[config.mk]
export PLATFORM = sky130hd
export DESIGN_NAME = ccx4_responder
export DESIGN_NICKNAME = d
export VERILOG_FILES = /design/src/rtl/ccx4_pkg.sv /design/src/rtl/ccx4_mul_nib.sv /design/src/rtl/ccx4_responder.sv
export SDC_FILE = /design/constraint.sdc
export NUM_CORES = 1
export LEC_CHECK = 0
export CAP_MARGIN = 20
export CORE_MARGIN = 1.5
export CORE_UTILIZATION = 50
export DETAILED_ROUTE_END_ITERATION = 6
export GPL_ROUTABILITY_DRIVEN = 0
export PLACE_DENSITY_LB_ADDON = 0.15
export SETUP_SLACK_MARGIN = 0.2
export SLEW_MARGIN = 30
export SYNTH_ARGS = -nofsm -noshare
export SYNTH_HDL_FRONTEND = slang
export SYNTH_SLANG_ARGS = --single-unit
[constraint.sdc]
create_clock -name clk_i -period 21.1 [get_ports clk_i]
set_input_delay 2.11 -clock clk_i [delete_from_list [all_inputs] [get_ports clk_i]]
set_output_delay 2.11 -clock clk_i [all_outputs]
set_load 0.01 [all_outputs]
[src/rtl/ccx4_pkg.sv]
// Shared types and sizing for the CCX4 nibble-serial coprocessor responder.
package ccx4_pkg;

  // Number of nibbles per 32-bit word and the width of a counter that indexes them
  localparam int NIBBLES = 8;
  localparam int CNT_W   = $clog2(NIBBLES);

  typedef enum logic [1:0] {
    IDLE = 2'b00,
    RECV = 2'b01,
    EXEC = 2'b10,
    SEND = 2'b11
  } state_e;

  typedef enum logic [1:0] {
    OP_ADD  = 2'b00,
    OP_XOR  = 2'b01,
    OP_MINU = 2'b10,
    OP_MUL  = 2'b11
  } op_e;

endpackage

[src/rtl/ccx4_mul_nib.sv]
// Iterative 32x4 multiplier: adds one shifted partial product (a * b nibble)
// per step. o_acc already includes the current step's partial product, so the
// caller can use it in the same cycle that o_done is high.
module ccx4_mul_nib
  import ccx4_pkg::*;
#(
  parameter int XLEN = 32,
  parameter int NIBW = 4
) (
  input  logic             clk_i,
  input  logic             rst_in,
  input  logic             i_start,
  input  logic             i_step,
  input  logic [XLEN-1:0]  i_a,
  input  logic [NIBW-1:0]  i_b_nib,
  input  logic [CNT_W-1:0] i_shift,
  output logic [XLEN-1:0]  o_acc,
  output logic             o_done
);

  logic [XLEN-1:0] r_acc;
  logic [XLEN-1:0] w_pp;
  logic [XLEN-1:0] w_pp_sh;

  // Bits of a*b_nib above XLEN would be shifted further out, so truncating early is safe
  assign w_pp    = i_a * XLEN'(i_b_nib);
  assign w_pp_sh = w_pp << (i_shift * NIBW);
  assign o_acc   = r_acc + w_pp_sh;
  assign o_done  = i_step && (i_shift == CNT_W'(NIBBLES - 1));

  // Accumulator: cleared by start, folds in one partial product per step
  always_ff @(posedge clk_i or negedge rst_in) begin
    if (!rst_in) begin
      r_acc <= '0;
    end else if (i_start) begin
      r_acc <= '0;
    end else if (i_step) begin
      r_acc <= o_acc;
    end
  end

endmodule

[src/rtl/ccx4_responder.sv]
// CCX4 responder: receives two operands LSN first over 8 cycles, executes the
// selected operation and streams the 32-bit result back LSN first.
module ccx4_responder
  import ccx4_pkg::*;
#(
  parameter int XLEN   = 32,
  parameter int NIBW   = 4,
  parameter int MUL_EN = 1
) (
  input  logic            clk_i,
  input  logic            rst_in,
  input  logic [1:0]      ccx_sel_i,
  input  logic            ccx_req_i,
  input  logic [NIBW-1:0] ccx_rs_a_i,
  input  logic [NIBW-1:0] ccx_rs_b_i,
  output logic [NIBW-1:0] ccx_res_o,
  output logic            ccx_resp_o,
  output logic            busy_o,
  output logic            err_o
);

  state_e           r_state;
  op_e              r_op;
  logic [CNT_W-1:0] r_cnt;
  logic [XLEN-1:0]  r_a;
  logic [XLEN-1:0]  r_b;
  logic [XLEN-1:0]  r_shift;
  logic [NIBW-1:0]  r_res;
  logic             r_resp;
  logic             r_busy;
  logic             r_err;

  logic [XLEN-1:0]  w_alu;
  logic [XLEN-1:0]  w_mul_acc;
  logic             w_mul_done;
  logic             w_exec_done;
  logic             w_last_nib;

  assign ccx_res_o  = r_res;
  assign ccx_resp_o = r_resp;
  assign busy_o     = r_busy;
  assign err_o      = r_err;

  assign w_last_nib  = (r_cnt == CNT_W'(NIBBLES - 1));
  assign w_exec_done = (r_op != OP_MUL) || w_mul_done;

  // Multiplier only exists when enabled; otherwise MULLO yields 0 after one cycle
  generate
    if (MUL_EN != 0) begin : g_mul
      ccx4_mul_nib #(.XLEN(XLEN), .NIBW(NIBW)) u_mul (
        .clk_i   (clk_i),
        .rst_in  (rst_in),
        .i_start (r_state == IDLE),
        .i_step  ((r_state == EXEC) && (r_op == OP_MUL)),
        .i_a     (r_a),
        .i_b_nib (r_b[r_cnt*NIBW +: NIBW]),
        .i_shift (r_cnt),
        .o_acc   (w_mul_acc),
        .o_done  (w_mul_done)
      );
    end else begin : g_nomul
      assign w_mul_acc  = '0;
      assign w_mul_done = 1'b1;
    end
  endgenerate

  // Result selection for the latched operation
  always_comb begin
    w_alu = '0;
    case (r_op)
      OP_ADD:  w_alu = r_a + r_b;
      OP_XOR:  w_alu = r_a ^ r_b;
      OP_MINU: w_alu = (r_a < r_b) ? r_a : r_b;
      default: w_alu = w_mul_acc;
    endcase
  end

  // Protocol FSM; operands shift in from the top so nibble 0 lands at the bottom
  always_ff @(posedge clk_i or negedge rst_in) begin
    if (!rst_in) begin
      r_state <= IDLE;
      r_op    <= OP_ADD;
      r_cnt   <= '0;
      r_a     <= '0;
      r_b     <= '0;
      r_shift <= '0;
      r_res   <= '0;
      r_resp  <= 1'b0;
      r_busy  <= 1'b0;
      r_err   <= 1'b0;
    end else begin
      r_err <= 1'b0;
      case (r_state)
        IDLE: begin
          if (ccx_req_i) begin
            r_a     <= {ccx_rs_a_i, r_a[XLEN-1:NIBW]};
            r_b     <= {ccx_rs_b_i, r_b[XLEN-1:NIBW]};
            r_op    <= op_e'(ccx_sel_i);
            r_cnt   <= CNT_W'(1);
            r_state <= RECV;
            r_busy  <= 1'b1;
          end
        end
        RECV: begin
          if (ccx_req_i) begin
            r_a <= {ccx_rs_a_i, r_a[XLEN-1:NIBW]};
            r_b <= {ccx_rs_b_i, r_b[XLEN-1:NIBW]};
            if (w_last_nib) begin
              r_cnt   <= '0;
              r_state <= EXEC;
            end else begin
              r_cnt <= r_cnt + 1'b1;
            end
          end else begin
            r_err   <= 1'b1;
            r_cnt   <= '0;
            r_busy  <= 1'b0;
            r_state <= IDLE;
          end
        end
        EXEC: begin
          if (ccx_req_i) r_err <= 1'b1;
          if (w_exec_done) begin
            r_cnt   <= '0;
            r_resp  <= 1'b1;
            r_res   <= w_alu[NIBW-1:0];
            r_shift <= w_alu >> NIBW;
            r_state <= SEND;
          end else begin
            r_cnt <= r_cnt + 1'b1;
          end
        end
        SEND: begin
          if (ccx_req_i) r_err <= 1'b1;
          if (w_last_nib) begin
            r_cnt   <= '0;
            r_resp  <= 1'b0;
            r_res   <= '0;
            r_busy  <= 1'b0;
            r_state <= IDLE;
          end else begin
            r_cnt   <= r_cnt + 1'b1;
            r_res   <= r_shift[NIBW-1:0];
            r_shift <= r_shift >> NIBW;
          end
        end
        default: r_state <= IDLE;
      endcase
    end
  end

endmodule

==> results.tsv <==
stage	metric	value	unit
run	max_cap viols	0	
sta	Final Max Tran Viols	0	
clock_network	CTS tree	built	
clock_network	Clock transition at path regs	0.06	ns
clock_network	Longest Clk Path Bufs	2	
global_routing	first-pass GRT wire length	75800	um
sta	Max Fclk	118	MHz
yosys	commonest cells in the netlist	nand2_1, inv_1, a21oi_1, nor2_1, dfrtp_1	
yosys	cells after synthesis	1924	
setup_path	Crit Path Class	reg -> reg	
sta	Least-Margin Pin Slew	0.924	ns
setup_path	Startpoint Class	flip-flop	
finish	fillers	2837	
clock_network	root buffer cell	clkbuf_16	
status	status	complete, no violations	
sta	Final setup viols	0	
sta	setup TNS	0	ns
clock_network	Clk Latency, worst-skew pair	0.46	ns
setup_path	Critical Path RT	21.41	ns
detailed_routing	DR pass1 iterations	6	
global_routing	GR Overflow Total	0	
clock_network	Post-CTS Hold Buffers	0	
yosys	Most used DFF post-synth	dfrtp_1	
sta	Layout Skew	0.0148	ns
finish	register area	3460	um^2
detailed_routing	number of vias per cell	6.11	
die	die height	177	um
sta	Final Hold Fails	0	
placement	number of port buffers	19	
hold_path	Hold WC Path Type	reg -> reg	
yosys	most common cell in the netlist	nand2_1	
clock_network	post-CTS setup buffer count	0	
yosys	Avg Cell Area, Syn	7.90	um^2
global_routing	initial antenna violation count	4	
sta	RSZ-0062 raised after global routing	no	
finish	Antenna Cells	0	
die	Placement Rows	63	
clock_network	CTS sink cnt	138	
placement	HPWL Detailed	37100	um
yosys	post-synthesis sequential area ratio	22.7	%
global_routing	largest net degree at the start of global routing	90	
clock_network	total CTS buffers	17	
yosys	area leader, netlist	dfrtp_1	
detailed_routing	Routed Antenna Nets	0	
sta	Slew HR	38.4	%
yosys	synthesized cell area	15200	um^2
yosys	Synth cell types	85	
yosys	number of synthesized register bits	138	
yosys	Ys Warns	0	
finish	share of layout cells above drive strength 1	4.81	%
die	Starting Density	51.0	%
finish	area of the multi-input gates	10700	um^2
clock_network	Post-CTS Resized	0	
detailed_routing	residual DRC count	0	
setup_path	CP max stage cell	mux4_2	
global_routing	vias in the first global route	13100	
yosys	Post-synth EDFFs	0	
die	Core Footprint	29800	um^2
global_routing	GRT Overall Usage	31.8	%
die	number of top-level pins	20	
die	Die ar.	31500	um^2
setup_path	Critical Path End Type	flip-flop	
yosys	Synth area leaders	dfrtp_1, ha_1, fa_1	
yosys	Synth async-reset ratio	100	%
sta	Final min period	8.49	ns
detailed_routing	routed vias	14000	
sta	final period utilization	40.2	%
detailed_routing	routed wire length	48900	um
setup_path	Max Fanout on Critical Path	55	
setup_path	slowest stage delay, CP	0.61	ns
clock_network	CTS H-tree depth	4	
detailed_routing	DRT iter0 DRCs	1534	
yosys	synthesized net count	2126	
yosys	Yosys top cell area share	22.7	%
setup_path	Critical Path AT	8.80	ns
finish	final net count	2082	
die	DIE WIDTH	177	um
detailed_routing	routed len/inst	21.4	um
finish	Area Growth Syn to Fin	7.06	%
[stage by stage]
step / utilization [%] / setup WS [ns] / cells / hold WS [ns] / instance area [um^2]
2_1_floorplan: - / 14.08 / 1924 / 0.435 / 15200
6_report: 54.6 / 12.61 / 2283 / 0.476 / 16300
5_1_grt: 54.6 / 12.20 / 2283 / 0.514 / 16300
3_3_place_gp: 52.5 / 12.61 / 2250 / 0.460 / 15600
4_1_cts: 54.5 / 12.49 / 2282 / 0.483 / 16300
3_5_place_dp: 52.5 / 12.58 / 2250 / 0.467 / 15600
[cell type report]
type	instances	area share, %
Timing Repair Buffer	36	2.03
Clock buffer	18	2.70
Clock inverter	14	1.06
Sequential cell	138	21.3
Multi-Input combinational cell	1500	65.6
Tap cell	390	3.00
Inverter	187	4.31
[worst max-delay path: cells and delay by family (launching register included)]
| kind | cells | cell delay (ns) |
|---|---|---|
| AOI/OAI and AO/OA | 12 | 2.33 |
| buffers and inverters | 5 | 0.89 |
| and+or+nand+nor | 7 | 1.31 |
| adders and majority gates | 4 | 1.74 |
| muxes | 2 | 0.94 |
| DFF | 1 | 0.34 |
| xor gates and xnor gates | 2 | 0.73 |
[cell usage in the layout, fill, tap and decap left out, types with 6 or more instances in the layout]
cell	n
a31oi_1	9
dfrtp_1	134
o21ai_0	106
a21oi_1	140
nor2b_1	84
and2_1	13
o211ai_1	14
mux2i_1	44
ha_1	130
nand4_1	13
o31ai_1	11
nor2_1	139
nor4_1	7
xnor2_1	47
a211oi_1	23
clkdlybuf4s50_1	18
and3_1	16
a221oi_1	9
buf_4	15
o41ai_1	6
inv_1	185
nor3_1	32
xor2_1	21
fa_1	59
o21bai_1	27
or3_1	12
nand2_1	257
mux2_2	11
o22ai_1	11
clkbuf_16	17
a22o_1	28
mux4_2	10
nand3_1	21
o21ai_1	38
o21a_1	11
a21o_1	31
nand2b_1	31
[cell families (layout without fill, tap and decap cells)]
| kind of cell | Yosys count | after routing | share of synthesized area, % |
|---|---|---|---|
| mux | 68 | 68 | 5.47 |
| compound gates | 526 | 526 | 22.2 |
| fa+ha+maj | 189 | 189 | 18.5 |
| xor+xnor | 69 | 69 | 4.07 |
| simple gates | 648 | 648 | 19.9 |
| buf+inv | 286 | 255 | 7.16 |
| flops | 138 | 138 | 22.7 |
[metal layers]
| layer | up-vias | GRT usage (%) | share of wire [%] |
|---|---|---|---|
| li1 | 6561 | - | - |
| met1 | 6730 | 42.9 | 43 |
| met2 | 537 | 49.2 | 45 |
| met3 | 120 | 6.49 | 7.2 |
| met4 | 8 | 14.4 | 4.4 |
| met5 | - | 0 | 0.11 |
[state kept, by name, indices dropped and copies added, names as in the netlist, named ones only]
register	flops
r_cnt	3
ccx_resp_o	1
r_b	32
busy_o	1
r_shift	28
r_a	32
g_mul.u_mul.r_acc	32
err_o	1
ccx_res_o	4
r_state	1
r_op	2
[path summary, 6_finish.rpt]
path                       slack [ns]          end        from  cells after the start
setup / recovery                12.61  r_shift[22]    r_cnt[1]                     32
hold / removal                   0.48   r_shift[6]  r_shift[6]                      2
setup reg to reg                12.61  r_shift[22]    r_cnt[1]                     32
hold reg to reg                  0.48   r_shift[6]  r_shift[6]                      2
max in group asynchronous       18.31      r_a[17]      rst_in                      2
min in group asynchronous        1.69   r_state[0]      rst_in                      1
Power is left out: the tool's default activity adds up to more than one toggle a clock period on the data nets, which glitch-free logic cannot reach.
